[config.mk]
export PLATFORM = sky130hd
export DESIGN_NAME = loop_error_decim
export DESIGN_NICKNAME = d
export VERILOG_FILES = /design/src/rtl/loop_err_pkg.sv /design/src/rtl/loop_err_sat.sv /design/src/rtl/loop_error_decim.sv
export SDC_FILE = /design/constraint.sdc
export NUM_CORES = 1
export LEC_CHECK = 0
export BUFFER_PORTS_ARGS = -buffer_cell sky130_fd_sc_hd__buf_2
export CORE_MARGIN = 10
export CORE_UTILIZATION = 46
export CTS_CLUSTER_SIZE = 30
export DETAILED_ROUTE_END_ITERATION = 12
export GPL_TIMING_DRIVEN = 0
export HOLD_SLACK_MARGIN = 0.12
export SLEW_MARGIN = 15
export SYNTH_ARGS = -nofsm -noshare
export SYNTH_HDL_FRONTEND = slang
export SYNTH_SLANG_ARGS = --single-unit
export TNS_END_PERCENT = 100
[constraint.sdc]
create_clock -name clk -period 5.6 [get_ports clk]
set_input_delay 0 -clock clk [delete_from_list [all_inputs] [get_ports clk]]
set_output_delay 0 -clock clk [all_outputs]
set_load 0.03 [all_outputs]
[src/rtl/loop_err_pkg.sv]
// loop_err_pkg: shared widths and loop-error limits for the integrate-and-dump stage.
// Revision 1.0
`default_nettype none

package loop_err_pkg;
  localparam int IN_WIDTH_DEF  = 12;
  localparam int CNT_WIDTH_DEF = 8;
  localparam int ACC_WIDTH_DEF = 24;
  localparam int SHIFT_WIDTH   = 4;
  localparam int ERR_WIDTH     = 8;
  localparam int ERR_MAX       = 127;
  localparam int ERR_MIN       = -128;
endpackage

`default_nettype wire

[src/rtl/loop_err_sat.sv]
// loop_err_sat: combinational round/shift/saturate of the dumped sum to an 8-bit loop error.
// Revision 1.0 -- LOOP_ERR_ROUND_EN selects round-half-up instead of floor truncation.
`default_nettype none

module loop_err_sat
  import loop_err_pkg::*;
#(
  parameter int ACC_WIDTH = ACC_WIDTH_DEF
) (
  input  logic signed [ACC_WIDTH-1:0]   i_total,
  input  logic        [SHIFT_WIDTH-1:0] i_shift,
  output logic        [ERR_WIDTH-1:0]   o_err,
  output logic                          o_clip
);
  localparam int c_W = ACC_WIDTH + 1;
  localparam logic signed [ACC_WIDTH:0] c_MAX = c_W'(ERR_MAX);
  localparam logic signed [ACC_WIDTH:0] c_MIN = c_W'(ERR_MIN);

  // One guard bit so the rounding bias can never wrap the sum.
  logic signed [ACC_WIDTH:0] w_bias;
  logic signed [ACC_WIDTH:0] w_rnd;
  logic signed [ACC_WIDTH:0] w_scaled;

  always_comb begin
    w_bias = '0;
`ifdef LOOP_ERR_ROUND_EN
    if (i_shift != '0) w_bias[i_shift - 4'd1] = 1'b1;
`endif
    w_rnd    = {i_total[ACC_WIDTH-1], i_total} + w_bias;
    w_scaled = w_rnd >>> i_shift;
    o_clip   = 1'b0;
    o_err    = w_scaled[ERR_WIDTH-1:0];
    if (w_scaled > c_MAX) begin
      o_err  = 8'h7F;
      o_clip = 1'b1;
    end else if (w_scaled < c_MIN) begin
      o_err  = 8'h80;
      o_clip = 1'b1;
    end
  end
endmodule

`default_nettype wire

[src/rtl/loop_error_decim.sv]
// loop_error_decim: decimating integrate-and-dump of discriminator samples, issuing a strobed 8-bit loop error.
// Revision 1.0 -- build option LOOP_ERR_ROUND_EN (rounding in loop_err_sat).
`default_nettype none

module loop_error_decim
  import loop_err_pkg::*;
#(
  parameter int IN_WIDTH  = IN_WIDTH_DEF,
  parameter int CNT_WIDTH = CNT_WIDTH_DEF,
  parameter int ACC_WIDTH = ACC_WIDTH_DEF
) (
  input  logic                   clk,
  input  logic                   reset,
  input  logic                   sampleEn,
  input  logic [IN_WIDTH-1:0]    discError,
  input  logic [CNT_WIDTH-1:0]   decimCount,
  input  logic [SHIFT_WIDTH-1:0] errShift,
  input  logic                   freeze,
  output logic [ERR_WIDTH-1:0]   errorOut,
  output logic                   errorEn,
  output logic                   satPulse
);
  logic signed [ACC_WIDTH-1:0] r_acc;
  logic        [CNT_WIDTH-1:0] r_cnt;
  logic        [ERR_WIDTH-1:0] r_err;
  logic                        r_err_en;
  logic                        r_sat;

  logic signed [ACC_WIDTH-1:0] w_ext;
  logic signed [ACC_WIDTH-1:0] w_total;
  logic                        w_dump;
  logic        [ERR_WIDTH-1:0] w_err;
  logic                        w_clip;

  assign w_ext   = {{(ACC_WIDTH-IN_WIDTH){discError[IN_WIDTH-1]}}, discError};
  assign w_total = r_acc + w_ext;
  // >= so that lowering decimCount below the current count dumps on the next strobe.
  assign w_dump  = sampleEn && (r_cnt >= decimCount);

  loop_err_sat #(
    .ACC_WIDTH (ACC_WIDTH)
  ) u_sat (
    .i_total (w_total),
    .i_shift (errShift),
    .o_err   (w_err),
    .o_clip  (w_clip)
  );

  always_ff @(posedge clk or posedge reset) begin
    if (reset) begin
      r_acc    <= '0;
      r_cnt    <= '0;
      r_err    <= '0;
      r_err_en <= 1'b0;
      r_sat    <= 1'b0;
    end else begin
      r_err_en <= 1'b0;
      r_sat    <= 1'b0;
      if (freeze) begin
        r_acc <= '0;
        r_cnt <= '0;
      end else if (w_dump) begin
        r_acc    <= '0;
        r_cnt    <= '0;
        r_err    <= w_err;
        r_err_en <= 1'b1;
        r_sat    <= w_clip;
      end else if (sampleEn) begin
        r_acc <= w_total;
        r_cnt <= r_cnt + CNT_WIDTH'(1);
      end
    end
  end

  assign errorOut = r_err;
  assign errorEn  = r_err_en;
  assign satPulse = r_sat;
endmodule

`default_nettype wire

== Word level (Yosys, flattened, before mapping) ==
Cells that the tools add are included.
Widths: inputs -> output; s select.

* Flip-flop bits (word level): 42
* Input bits: 28

* Shift-type cells: 1
* Add/sub/neg operators: 2
* Muxes and demuxes: 14
* Bitwise logic cells: 1
* Magnitude comparators: 3
* Reductions and logical operators: 3

{| class="wikitable"
|+ Operators with widths
! cell !! number
|-
| $mux 24 || 3
|-
| $mux 8 || 5
|-
| $gt 25x8->1 const B || 1
|-
| $lt 25x8->1 const B || 1
|-
| $sshr 24x4->25 || 1
|-
| $add 24x12->24 || 1
|-
| $add 8x1->8 const B || 1
|-
| $ge 8x8->1 || 1
|-
| $mux 1 || 6
|-
| $reduce_bool 3->1 || 1
|-
| $reduce_and 2->1 || 1
|-
| $logic_and 1x1->1 || 1
|-
| $not 1->1 || 1
|}

== Depth between registers and ports, before layout ==
* Depth in word-level cells: 7
* Gate-level depth with buffers: 16
* Gate-level depth less buffers: 15

== Modules after synthesis ==
From an unflattened synthesis, not the netlist that was laid out.

* Cells, all modules: 488
* Area total of the unflattened synthesis: 4508.1 um^2

{| class="wikitable"
|+ By module, submodules not included
! module !! sequential area each (um^2) !! area each (um^2) !! instances !! cells an instance
|-
| loop_error_decim || 1051.0 || 3079.2 || 1 || 334
|-
| loop_err_sat || 0.0 || 1428.9 || 1 || 154
|}

== Worst setup path before layout ==
Ideal clock, no wire load.

* Kind: flip-flop to flip-flop
* From: register r_acc[0]
* To: register r_err[0] (netlist: errorOut[0])
* Clock period less this slack: 3.981 ns
* Cell stages (with the launch flop): 15
* Arrival time: 3.855 ns
* Slack: 1.619 ns
* Path through: dfrtp_1 -> ha_1 -> fa_1 -> a21oi_1 -> o211a_4 -> o31ai_1 -> o211ai_1 -> a21oi_1 -> a211o_1 -> a221o_1 -> mux4_2 -> or4_4 -> nor4_4 -> a21oi_1 -> a221o_1

* Longest elaborated chain between the ends: 5
* Elaborated cells on any way between the ends: 6

{| class="wikitable"
|+ RTL lines
! what !! line !! source
|-
| start: declaration || loop_error_decim.sv:23 || <nowiki>logic signed [ACC_WIDTH-1:0] r_acc;</nowiki>
|-
| start signal: assignment || loop_error_decim.sv:69 || <nowiki>r_acc <= w_total;</nowiki>
|-
| $add 24x12->24 (*) || loop_error_decim.sv:36 || <nowiki>assign w_total = r_acc + w_ext;</nowiki>
|-
| $sshr 24x4->25 (*) || loop_err_sat.sv:30 || <nowiki>w_scaled = w_rnd >>> i_shift;</nowiki>
|-
| $lt 25x8->1 || loop_err_sat.sv:36 || <nowiki>end else if (w_scaled < c_MIN) begin</nowiki>
|-
| $mux 8 || loop_err_sat.sv:36 ||
|-
| $mux 8 (*) || loop_err_sat.sv:33 || <nowiki>if (w_scaled > c_MAX) begin</nowiki>
|-
| end signal: assignment || loop_error_decim.sv:65 || <nowiki>r_err <= w_err;</nowiki>
|-
| end: declaration || loop_error_decim.sv:25 || <nowiki>logic [ERR_WIDTH-1:0] r_err;</nowiki>
|}

Every way passes the cells marked *; elsewhere a longest branch is shown, timed or not.
A chain may end at the register's enable or synchronous reset.

== Worst setup path in the final report ==
Ends and elaborated chain as after synthesis.

==> results.toml <==
[outcome]
status = "completed"

[synthesis]
synth.most_common_cell = "nand2_1"
ys_async_sr_fraction = 1.000
yosysWarningCount = 0
synth_edf_count = 0
syn_area_sq_um = 4658
synthCells = 575
synth_largest_area_cell = "dfrtp_1"
ys.flop_type = "dfrtp_1"
synth.top_cell.area_share = 0.2256
syn-num-nets = 636
synthTopCellsByArea = "dfrtp_1 (23%), ha_1 (8.6%), a21oi_1 (4.9%)"
ys_seq_area_frac = 0.2256
synth_cell_types = 79
ys_ff_latch = 42
synth_area_per_cell_sq_um = 8.101
synth_commonest_cells = "nand2_1 (58), nor2_1 (50), a21oi_1 (46)"

[clock_network]
cts_tree = "yes"
root_buffer = "clkbuf_8"
numCtsBuffers = 5
cts.clk_slew.worst_paths_ns = 0.09
clockBufferDepth = 2
clock_sinks = 42
cts_max_level = 2
clock_latency_ns = 0.31

[timing]
skew_ns = 0.002720
whs_ns = 0.1897
fin_tns_setup_ns = 0
finalSetupViolations = 0
slew_headroom = 0.3508
rsz0062_at_grt = "false"
period_minus_slack_ns = 4.781
min_period_over_period = 0.8538
max_freq_ghz = 0.2092
worstMarginPinSlew_ns = 0.9648
maxSlewViolCount = 0
final_hold_viol_count = 0

[setup_path]
worstSetupPathType = "flop to flop"
worstPathRequired_ns = 5.80
cp-end-kind = "flop"
cp.arrival_ns = 4.98
reg2reg_slack_ns = 0.82
critical_path.max_fanout = 8
worst_setup_path_start_kind = "flop"

[layout]
n_antenna_cell = 0
syn_to_final_growth_pct = 10.56
fill_cells = 965
drive_above_1_share = 0.1304
nNetsFinal = 681
final_util = 0.5245

[hold_path]
hp-class = "input pin to flop"

[grt]
grt_pass1_vias = 4542
antenna_found_initial = 0
grt_max_degree = 26
grt_pass1_wl_um = 23530
grt_overflow = 0
track_usage = 0.1950

[placement]
dp_hpwl_um = 11380
port_buffers = 35
place_congestion = 0.9434

[drt]
wire_per_inst_um = 19.05
avgViaCountPerCell = 6.302
drt_iter0_drc = 445
wirelength_um = 14370
num_vias = 4752
antenna_left = 0
first_pass_iters = 6
drc = 0

[floorplan]
initial_core_util = 0.4744
die_area_sq_um = 14550
rows = 36
die_y_um = 120.6
core_area_sq_um = 9819
fp.dieW_um = 120.6
ioPinCount = 38

[flow_run]
max_cap_viol_count = 0

[power_and_ir_drop]
power.density_nw_per_um2 = 289.8
ir_drop_v = 0.0001239
power_leakage_nw = 2.313
## per-stage QoR
| stage | area [sq um] | instances | power (mW) | setup slack [ns] |
|---|---|---|---|---|
| 6_report | 5150 | 754 | 1.492 | 0.8188 |
| 5_1_grt | 5150 | 754 | 1.589 | 0.5716 |
| 4_1_cts | 5150 | 754 | 1.483 | 0.9218 |
| 3_5_place_dp | 5020 | 744 | 1.217 | 0.9586 |
| 3_3_place_gp | 5000 | 743 | 1.210 | 0.9524 |
| 2_1_floorplan | 4658 | 575 | 0.9980 | 1.619 |
## registers in the layout, summed over array words and instances (netlist names)
register  cells
errorEn       1
errorOut      8
r_acc        24
r_cnt         8
satPulse      1
## worst paths after layout
path,start,endpoint,cells after the start
max reg2reg,r_acc[0],errorOut[0],14
min in group asynchronous,reset,satPulse,3
min reg2reg,errorOut[6],errorOut[6],2
max in group asynchronous,reset,r_acc[7],4
min,discError[1],r_acc[1],3
max,r_acc[0],errorOut[0],14
## cells by family after synthesis
logic type | synth area share
adder cells (fa/ha/maj) | 0.09025
buffers and inverters | 0.04271
XOR/XNOR | 0.03572
multiplexers | 0.07172
AND/OR/NAND/NOR | 0.2130
AO/OA/AOI/OAI | 0.3210
flip-flops | 0.2256
## per-layer routing
layer | routed length (um) | part of all wire | track usage | vias to the layer above
li1 | - | - | - | 2304
met1 | 6758 | 0.47 | 0.2678 | 2252
met2 | 6348 | 0.44 | 0.3013 | 174
met3 | 1002 | 0.070 | 0.03909 | 22
met4 | 255 | 0.018 | 0.05732 | 0
met5 | 0 | 0 | 0 | -
## cell type report
| cell class | count | area, sq um | share of cell area |
|---|---|---|---|
| Tap cell | 133 | 166.4 | 0.03231 |
| Timing Repair Buffer | 38 | 215.2 | 0.04179 |
| Multi-Input combinational cell | 484 | 3408 | 0.6618 |
| Clock inverter | 2 | 37.54 | 0.007289 |
| Inverter | 17 | 63.81 | 0.01239 |
| Buffer | 32 | 135.1 | 0.02624 |
| Sequential cell | 42 | 1051 | 0.2041 |
| Clock buffer | 6 | 72.57 | 0.01409 |
## layout by cell type (no fill, tap or decap), drive strengths merged, types with 7 or more instances in the layout
cell type | Yosys | final
and3 | 10 | 10
xor2 | 11 | 11
a221o | 7 | 7
a22o | 23 | 23
nand3 | 10 | 10
buf | 7 | 43
inv | 15 | 15
clkbuf | 25 | 31
mux2i | 12 | 12
nand2 | 58 | 58
dfrtp | 42 | 42
o21ai | 46 | 46
nand4 | 7 | 7
nor3 | 15 | 15
o211ai | 7 | 7
nor2 | 50 | 50
mux4 | 7 | 7
xnor2 | 8 | 8
a21o | 11 | 11
ha | 32 | 32
and2 | 7 | 7
a21oi | 47 | 47
a211oi | 14 | 14
## power by group
group / total, mW / internal, mW / switching [mW]
Sequential: 0.358 / 0.336 / 0.0220
Combinational: 0.876 / 0.328 / 0.549
Clock: 0.258 / 0.133 / 0.125
## critical path: stages (launching register included)
cell	delay, ns
dfrtp_1	0.40
ha_1	0.23
fa_1	0.44
a21oi_1	0.19
o211a_4	0.26
o31ai_1	0.12
nor4_1	0.42
nor3_1	0.12
nor4_1	0.85
or2_2	0.25
nand3_1	0.10
or4_4	0.53
nor4_4	0.34
a21oi_1	0.13
a221o_1	0.28
## repair_timing
action                    CTS  global route
resized for setup           0             0
hold endpoints to repair   43             0
setup buffers               0             0
hold buffers                2             0
(Power assumes the default switching activity.)
